===== config.mk =====
export PLATFORM = sky130hd
export DESIGN_NAME = frame_head_inserter
export DESIGN_NICKNAME = d
export VERILOG_FILES = /design/src/rtl/frame_sync_pkg.sv /design/src/rtl/byte_hold_skid.sv /design/src/rtl/frame_head_inserter.sv
export SDC_FILE = /design/constraint.sdc
export NUM_CORES = 1
export LEC_CHECK = 0
export BUFFER_PORTS_ARGS = -buffer_cell sky130_fd_sc_hd__buf_4
export CORE_UTILIZATION = 50
export DETAILED_ROUTE_END_ITERATION = 7
export PLACE_DENSITY = 0.85
export RECOVER_POWER = 100
export SYNTH_ARGS = -nofsm -noshare
export SYNTH_HDL_FRONTEND = slang
export SYNTH_SLANG_ARGS = --single-unit

===== constraint.sdc =====
create_clock -name clk_out -period 4.5 [get_ports clk_out]
set_input_delay 1.125 -clock clk_out [delete_from_list [all_inputs] [get_ports clk_out]]
set_output_delay 1.125 -clock clk_out [all_outputs]
set_load 0.005 [all_outputs]

===== src/rtl/frame_sync_pkg.sv =====
// Shared framing constants and types for the 64-bit Hamming-link frame
// format, used by both the transmit-side inserter and the receive-side
// synchronizer.
package frame_sync_pkg;

  localparam int          FRAME_LEN    = 64;
  localparam int          HEAD_LEN     = 8;
  localparam logic [7:0]  HEAD_PATTERN = 8'b01111110;

  // Position of a bit inside a frame, 0..FRAME_LEN-1
  typedef logic [5:0] bit_idx_t;

  localparam bit_idx_t HEAD_LAST_IDX  = bit_idx_t'(HEAD_LEN - 1);
  localparam bit_idx_t FRAME_LAST_IDX = bit_idx_t'(FRAME_LEN - 1);

  // Transmitter state encodings, visible on the tx_state port
  typedef enum logic [1:0] {
    TX_IDLE    = 2'b00,
    TX_HEAD    = 2'b01,
    TX_PAYLOAD = 2'b10
  } tx_state_e;

endpackage


===== src/rtl/byte_hold_skid.sv =====
// One-byte hold register between the Hamming encoder and the framer.
// A byte can be accepted on the same edge the held byte is consumed; the
// new byte then waits in the hold for the next byte slot.
module byte_hold_skid
  import frame_sync_pkg::*;
(
  input  logic       clk_i,
  input  logic       rst_i,
  input  logic [7:0] din_i,
  input  logic       dinValid_i,
  input  logic       consume_i,
  output logic       dinReady_o,
  output logic       holdValid_o,
  output logic [7:0] holdData_o
);

  logic       holdValid_q, holdValid_d;
  logic [7:0] holdData_q, holdData_d;
  logic       accept;

  assign dinReady_o  = !holdValid_q || consume_i;
  assign accept      = dinValid_i && dinReady_o;
  assign holdValid_o = holdValid_q;
  assign holdData_o  = holdData_q;

  // Next hold contents: consumption empties it, a transfer refills it
  always_comb begin
    holdValid_d = holdValid_q;
    holdData_d  = holdData_q;
    if (consume_i) begin
      holdValid_d = 1'b0;
    end
    if (accept) begin
      holdValid_d = 1'b1;
      holdData_d  = din_i;
    end
  end

  // Hold register, emptied by reset so a mid-frame reset drops the byte
  always_ff @(posedge clk_i or posedge rst_i) begin
    if (rst_i) begin
      holdValid_q <= 1'b0;
      holdData_q  <= 8'h00;
    end else begin
      holdValid_q <= holdValid_d;
      holdData_q  <= holdData_d;
    end
  end

endmodule


===== src/rtl/frame_head_inserter.sv =====
// Transmit-side framer: serialises an 8-bit head followed by seven payload
// bytes per 64-bit frame, one bit per clock, MSB first. Missing payload
// bytes are replaced by FILL_BYTE and flagged with an underrun pulse.
module frame_head_inserter
  import frame_sync_pkg::*;
#(
  parameter logic [7:0] FILL_BYTE = 8'h00
) (
  input  logic        clk_out,
  input  logic        rst,
  input  logic        enable,
  input  logic [7:0]  din,
  input  logic        din_valid,
  output logic        din_ready,
  output logic        data_out,
  output logic [5:0]  bit_index,
  output logic        frame_start,
  output logic        underrun,
  output logic [1:0]  tx_state,
  output logic [15:0] frame_cnt
);

  tx_state_e   state_q, state_d;
  bit_idx_t    bitIdx_q, bitIdx_d;
  logic [7:0]  shift_q, shift_d;
  logic        dataOut_q, dataOut_d;
  logic        frameStart_q, frameStart_d;
  logic        underrun_q, underrun_d;
  logic [15:0] frameCnt_q, frameCnt_d;

  logic        holdValid;
  logic [7:0]  holdData;
  logic        consume;
  logic        loadHead;
  logic        loadByte;
  logic [7:0]  nextByte;

  byte_hold_skid u_hold (
    .clk_i       (clk_out),
    .rst_i       (rst),
    .din_i       (din),
    .dinValid_i  (din_valid),
    .consume_i   (consume),
    .dinReady_o  (din_ready),
    .holdValid_o (holdValid),
    .holdData_o  (holdData)
  );

  // Next state, bit position and serial bit; head and payload bytes both
  // pass through the same shift register, loaded at each byte boundary
  always_comb begin
    state_d      = state_q;
    bitIdx_d     = bitIdx_q;
    shift_d      = shift_q;
    dataOut_d    = 1'b0;
    frameStart_d = 1'b0;
    underrun_d   = 1'b0;
    frameCnt_d   = frameCnt_q;
    consume      = 1'b0;
    loadHead     = 1'b0;
    loadByte     = 1'b0;
    nextByte     = 8'h00;

    case (state_q)
      TX_IDLE: begin
        bitIdx_d = '0;
        shift_d  = 8'h00;
        if (enable) begin
          state_d      = TX_HEAD;
          loadHead     = 1'b1;
          frameStart_d = 1'b1;
        end
      end
      TX_HEAD: begin
        bitIdx_d = bitIdx_q + 6'd1;
        if (bitIdx_q == HEAD_LAST_IDX) begin
          state_d  = TX_PAYLOAD;
          loadByte = 1'b1;
        end
      end
      TX_PAYLOAD: begin
        if (bitIdx_q == FRAME_LAST_IDX) begin
          frameCnt_d = frameCnt_q + 16'd1;
          bitIdx_d   = '0;
          if (enable) begin
            state_d      = TX_HEAD;
            loadHead     = 1'b1;
            frameStart_d = 1'b1;
          end else begin
            state_d = TX_IDLE;
            shift_d = 8'h00;
          end
        end else begin
          bitIdx_d = bitIdx_q + 6'd1;
          if (bitIdx_q[2:0] == 3'd7) begin
            loadByte = 1'b1;
          end
        end
      end
      default: begin
        state_d  = TX_IDLE;
        bitIdx_d = '0;
        shift_d  = 8'h00;
      end
    endcase

    if (loadHead) begin
      nextByte = HEAD_PATTERN;
    end else if (loadByte) begin
      consume    = holdValid;
      nextByte   = holdValid ? holdData : FILL_BYTE;
      underrun_d = !holdValid;
    end

    if (loadHead || loadByte) begin
      dataOut_d = nextByte[7];
      shift_d   = {nextByte[6:0], 1'b0};
    end else if (state_d != TX_IDLE) begin
      dataOut_d = shift_q[7];
      shift_d   = {shift_q[6:0], 1'b0};
    end
  end

  // Registered framer state; reset aborts any frame without counting it
  always_ff @(posedge clk_out or posedge rst) begin
    if (rst) begin
      state_q      <= TX_IDLE;
      bitIdx_q     <= '0;
      shift_q      <= 8'h00;
      dataOut_q    <= 1'b0;
      frameStart_q <= 1'b0;
      underrun_q   <= 1'b0;
      frameCnt_q   <= 16'h0000;
    end else begin
      state_q      <= state_d;
      bitIdx_q     <= bitIdx_d;
      shift_q      <= shift_d;
      dataOut_q    <= dataOut_d;
      frameStart_q <= frameStart_d;
      underrun_q   <= underrun_d;
      frameCnt_q   <= frameCnt_d;
    end
  end

  assign data_out    = dataOut_q;
  assign bit_index   = bitIdx_q;
  assign frame_start = frameStart_q;
  assign underrun    = underrun_q;
  assign tx_state    = state_q;
  assign frame_cnt   = frameCnt_q;

endmodule


After elaboration in Yosys (flattened, before gate mapping):

Index checks and enable logic that the tools add are counted.

* flip-flop bits (word level): 44
* input port bits: 12
* output and inout port bits: 28
* word-level logic and storage cells: 58

* add/sub/neg operators: 2
* equal/unequal tests: 8
* multiplexer cells: 30
* reductions and logical operators: 9

Operators with widths (number)
* $mux W8: 7
* $add A16 B1 Y16 const B: 1
* $pmux W8 S2: 1
* $mux W1: 14
* $pmux W6 S2: 1
* $ne A4 B4 Y1 const B: 2
* $add A6 B1 Y6 const B: 1
* $eq A6 B3 Y1 const B: 1
* $eq A6 B6 Y1 const B: 1
* $mux W2: 3
* $mux W6: 1
* $pmux W2 S3: 1
* $pmux W1 S2: 2
* $reduce_bool A2 Y1: 2
* $eq A3 B3 Y1 const B: 1
* $ne A3 B3 Y1 const B: 1
* $reduce_and A3 Y1: 1
* $eq A2 B1 Y1 const B: 1
* $eq A2 B2 Y1 const B: 1
* $logic_not A2 Y1: 1
* $logic_or A1 B1 Y1: 2
* $reduce_and A2 Y1: 1
* $logic_and A1 B1 Y1: 1
* $logic_not A1 Y1: 1

Logic depth before layout (Yosys ltp):

* word-level depth: 9
* depth in mapped cells: 10
* gate-level depth less buffers: 9

Hierarchy:

Synthesis repeated with hierarchy kept, for this count alone.

* cell total of the unflattened synthesis: 175
* area total of the unflattened synthesis: 2108.3 um^2

By module, submodules not included
* frame_head_inserter: times used 1, cells an instance 154, area each 1719.1 um^2, seq. area each 850.8 um^2
* byte_hold_skid: times used 1, cells an instance 21, area each 389.1 um^2, seq. area each 225.2 um^2

Worst setup path after synthesis:

No wires, ideal clock.

* path type: reg-to-output
* from: register bitIdx_q[0], in the netlist bit_index[0]
* to: output din_ready
* arrival time: 1.619 ns
* required time: 3.375 ns
* setup slack: 1.756 ns
* cell stages (with the launch flop): 9
* buffers on the path: 2
* path through: dfrtp_1 ha_1 and4_4 and3_1 buf_2 o21ai_2 inv_2 buf_2 o21ai_2

* elaborated cells between the ends (all ways): 12
* classes of those cells: eq/ne: 3; mux: 8; reduce/logical: 1

RTL lines
* start, declared: line frame_head_inserter.sv:24 `bit_idx_t bitIdx_q, bitIdx_d;`
* start signal, assigned: line frame_head_inserter.sv:136 `bitIdx_q <= bitIdx_d;`
* $eq A6 B6 Y1: line frame_head_inserter.sv:82 `if (bitIdx_q == FRAME_LAST_IDX) begin`
* $mux W1
* $pmux W1 S2
* via frameStart_d: line frame_head_inserter.sv:27 `logic frameStart_q, frameStart_d;`
* $mux W1: line frame_head_inserter.sv:107 `if (loadHead) begin`
* $logic_or A1 B1 Y1: line byte_hold_skid.sv:21 `assign dinReady_o = !holdValid_q || consume_i;`
* end, declared: line frame_head_inserter.sv:14 `output logic din_ready,`

The timed path passes the listed nets, and every way through them passes these cells.

Worst setup path after layout:

* from: register bitIdx_q[0], in the netlist bit_index[0]
* to: output din_ready

* longest elaborated chain between the ends: 7
* elaborated cells between the ends (all ways): 12
* classes of those cells: eq/ne: 3; mux: 8; reduce/logical: 1

Ends and longest elaborated chain
* $eq A3 B3 Y1: line frame_head_inserter.sv:95 `if (bitIdx_q[2:0] == 3'd7) begin`
* $mux W1: line frame_head_inserter.sv:95
* $mux W1: line frame_head_inserter.sv:82
* $pmux W1 S2: line frame_head_inserter.sv:64 `case (state_q)`
* $mux W1: line frame_head_inserter.sv:109 `end else if (loadByte) begin`
* $mux W1 (*): line frame_head_inserter.sv:107
* $logic_or A1 B1 Y1 (*): line byte_hold_skid.sv:21

Every way passes the cells marked *; elsewhere a longest branch is shown, timed or not.

==> qor.txt <==
Initial DRT Pass Iterations -> 4
Num CTS Buffers -> 5
CTS resizes -> 0
Largest delay share family, worst path -> compound AO/OA/AOI/OAI gates
Port Buffers -> 39
Fmax -> 272 MHz
Clk_skew -> 5.03 ps
GP Congestion -> 0.830
Worst Setup Start Kind -> flop
Grt ovf -> 0
Global routing's busiest layer -> met2
Final hold vios -> 0
Slew Viols, Final -> 44
Pre-CTS WS -> 1610 ps
Critical hold path startpoint -> frame_cnt[15]
Ports -> 40
Reg-to-Reg End -> shift_q[4]
Mapped Cells -> 169
Worst path required time -> 3380 ps
Final period utilization -> 81.6%
Clock sinks -> 43
Synth top area share -> 53.9%
Reg2reg path depth -> 9
Ant. Diodes -> 0
Slew headroom -> -46.6%
GRT met3 Usage -> 5.03%
CP Class -> reg -> out
Die Height -> 65.2 um
Antenna Violating Nets Remaining -> 0
Yosys warnings -> 0
H-tree Lvls -> 2
Total Wirelength -> 3.71 mm
Post-synth EDFFs -> 0
Initial DRC count -> 58
# nets final -> 229
Met1 usage -> 26.3%
Fillers -> 328
Switching power summed over all nets -> 0.170 mW
Gr usage total -> 20.2%
Cell with the most instances after synthesis -> dfrtp_1
Routed vias/inst -> 5.36
CP arrival -> 2550 ps
Synth top cells by count -> 43 x dfrtp_1, 14 x xnor2_1, 10 x inv_1, 10 x nor2_1
Synth cell types -> 39
Average size of a mapped cell -> 11.8 um^2
Vias in the first global route -> 1361
Most used cell, CP -> o21ai_0
Peak supply drop -> 198 uV
Final setup TNS -> 0 ps
Crit path max fanout -> 11
Synth Net Count -> 188
Switching Share -> 23.8%
Row count -> 22
Outcome -> finished, violations left
Cell with the largest stage delay on the worst path -> dfrtp_1
Detailed-route via count -> 1389
# setup viols final -> 0
Global-route wire length before repair -> 6.39 mm
# Post-CTS Setup Buffers -> 0
Worst-Margin Slew -> 2200 ps
P_leak -> 1.14 nW
Power Total -> 0.715 mW
RSZ-0062 raised after global routing -> false
CTS tree -> built
Area of placed instances -> 0.00232 mm^2
CTS root buf -> clkbuf_8
Max_cap viols -> 1
Clock-pin slew on the worst setup and hold paths -> 90 ps
Worst Hold End -> frame_cnt[15]
Crit path time final -> 3670 ps
Area grow syn2layout -> 19.0%
Core Footprint -> 0.00374 mm^2
Cell area after synthesis -> 0.00200 mm^2
Primary FF master, synth -> dfrtp_1
Worst stage delay on the critical path -> 430 ps
Met2 Resource Use GR -> 32.1%
Async SR Flop Fraction -> 100%
Worst path buffer plus inverter count -> 2
Pint -> 0.544 mW
Sequential share of power -> 58.5%
Pwr dens -> 301 mW/mm^2
Chip width -> 65.2 um
Worst Setup End Kind -> output port
Reg-to-reg slack, setup -> 1450 ps
Die Area -> 0.00425 mm^2
Synth top area cells -> dfrtp_1 54%, xnor2_1 6.1%, mux2_2 5.1%, ha_1 4.4%, mux2_4 3.0%
Combinational power share -> 6.5%
Post-CTS Hold Buffers -> 0
Crit-path cells -> ha_1, and4_1, and3_1, o21ai_0, inv_1, o21ai_0, buf_4
Largest net degree at the start of global routing -> 44
Failing checks -> capacitance limit, slew limit
R2R Path Start -> bit_index[0]
Routed wire length per instance -> 14.3 um
Bufs on Longest Clock Path -> 2
Clock power share -> 35.0%
Initial Utilization -> 53.3%
Remaining DRCs -> 0
Clock latency on the worst-skew pair -> 300 ps
Share of cells above drive strength 1 -> 27.0%
Hpwl dp -> 2.64 mm
WHS Path Cells -> 1
Final Cell Area -> 0.00238 mm^2
Post-synthesis sequential area ratio -> 53.9%
Yosys reg bits -> 43
Hold/Removal Path Class -> reg -> reg
Setup slack after layout -> 826 ps
Antenna violations before repair -> 0
Largest area contributor in the netlist -> dfrtp_1
[area by class of cell]
class / instances / area [um^2] / share of cell area [%]
Clock inverter: 3 / 23.8 / 1.00
Sequential cell: 43 / 1080 / 45.3
Inverter: 11 / 41.3 / 1.74
Multi-Input combinational cell: 109 / 810 / 34.1
Tap cell: 48 / 60.1 / 2.53
Timing Repair Buffer: 40 / 297 / 12.5
Clock buffer: 5 / 68.8 / 2.90
[flip-flops by register name, indices dropped and copies added, names as in the netlist]
register	count
underrun	1
frame_start	1
frame_cnt	16
u_hold.holdValid_o	1
data_out	1
shift_q	7
u_hold.holdData_o	8
bit_index	6
tx_state	2
[power by group through the flow]
| stage | combinational (mW) | clock (mW) | sequential, mW |
|---|---|---|---|
| after detailed placement | 0.0530 | 0 | 0.426 |
| after global routing | 0.0516 | 0.271 | 0.420 |
| final | 0.0464 | 0.250 | 0.418 |
| after global placement | 0.0507 | 0 | 0.425 |
| after CTS | 0.0535 | 0.259 | 0.418 |
| after floorplan | 0.0352 | 0 | 0.422 |
[placed cells by master (no fill, tap or decap), types with 7 or more instances in the layout]
cell	count
inv_1	11
nor2_1	10
xnor2_1	14
dfrtp_1	43
o21ai_0	7
mux2_2	9
clkbuf_4	28
nand2_1	9
buf_4	11
ha_1	7
nand3_1	8
[routing by layer]
metal | routed length (um) | up-vias
li1 | - | 673
met1 | 1750 | 676
met2 | 1710 | 33
met3 | 187 | 7
met4 | 63 | 0
met5 | 0 | -
[how the worst max path moves through the flow]
| stage | from | to | slack [ps] | cells past startpoint |
|---|---|---|---|---|
| 3_5_place_dp | enable | din_ready | 1610 | 5 |
| 6_report | bit_index[0] | din_ready | 830 | 7 |
| 5_1_grt | bit_index[0] | din_ready | 630 | 7 |
| 3_3_place_gp | enable | din_ready | 1630 | 5 |
| 4_1_cts | bit_index[0] | din_ready | 1300 | 7 |
| 2_1_floorplan | bit_index[0] | din_ready | 1760 | 8 |
[worst register-to-register path, delay by kind of cell, from the launching register on]
kind	cells	cell delay, ps
compound gates	4	1240
simple gates	2	460
flops	1	430
mux	1	300
fa+ha+maj	1	260
buf+inv	1	250
[cell families after synthesis]
kind of cell               share of synthesized area [%]
and+or+nand+nor                                     12.0
DFF                                                 53.9
AOI/OAI and AO/OA                                   10.0
xor gates and xnor gates                            7.89
buffers and inverters                               3.70
muxes                                               8.08
adders and majority gates                           4.39
[stage by stage]
stage	utilization, %	hold WS [ps]	std cells
floorplan	-	448	169
global placement	62.1	464	251
detailed placement	62.1	474	251
CTS	64.6	486	259
global route	63.5	501	259
finish	63.5	477	259
No activity file was read; power rests on OpenSTA's default activity.
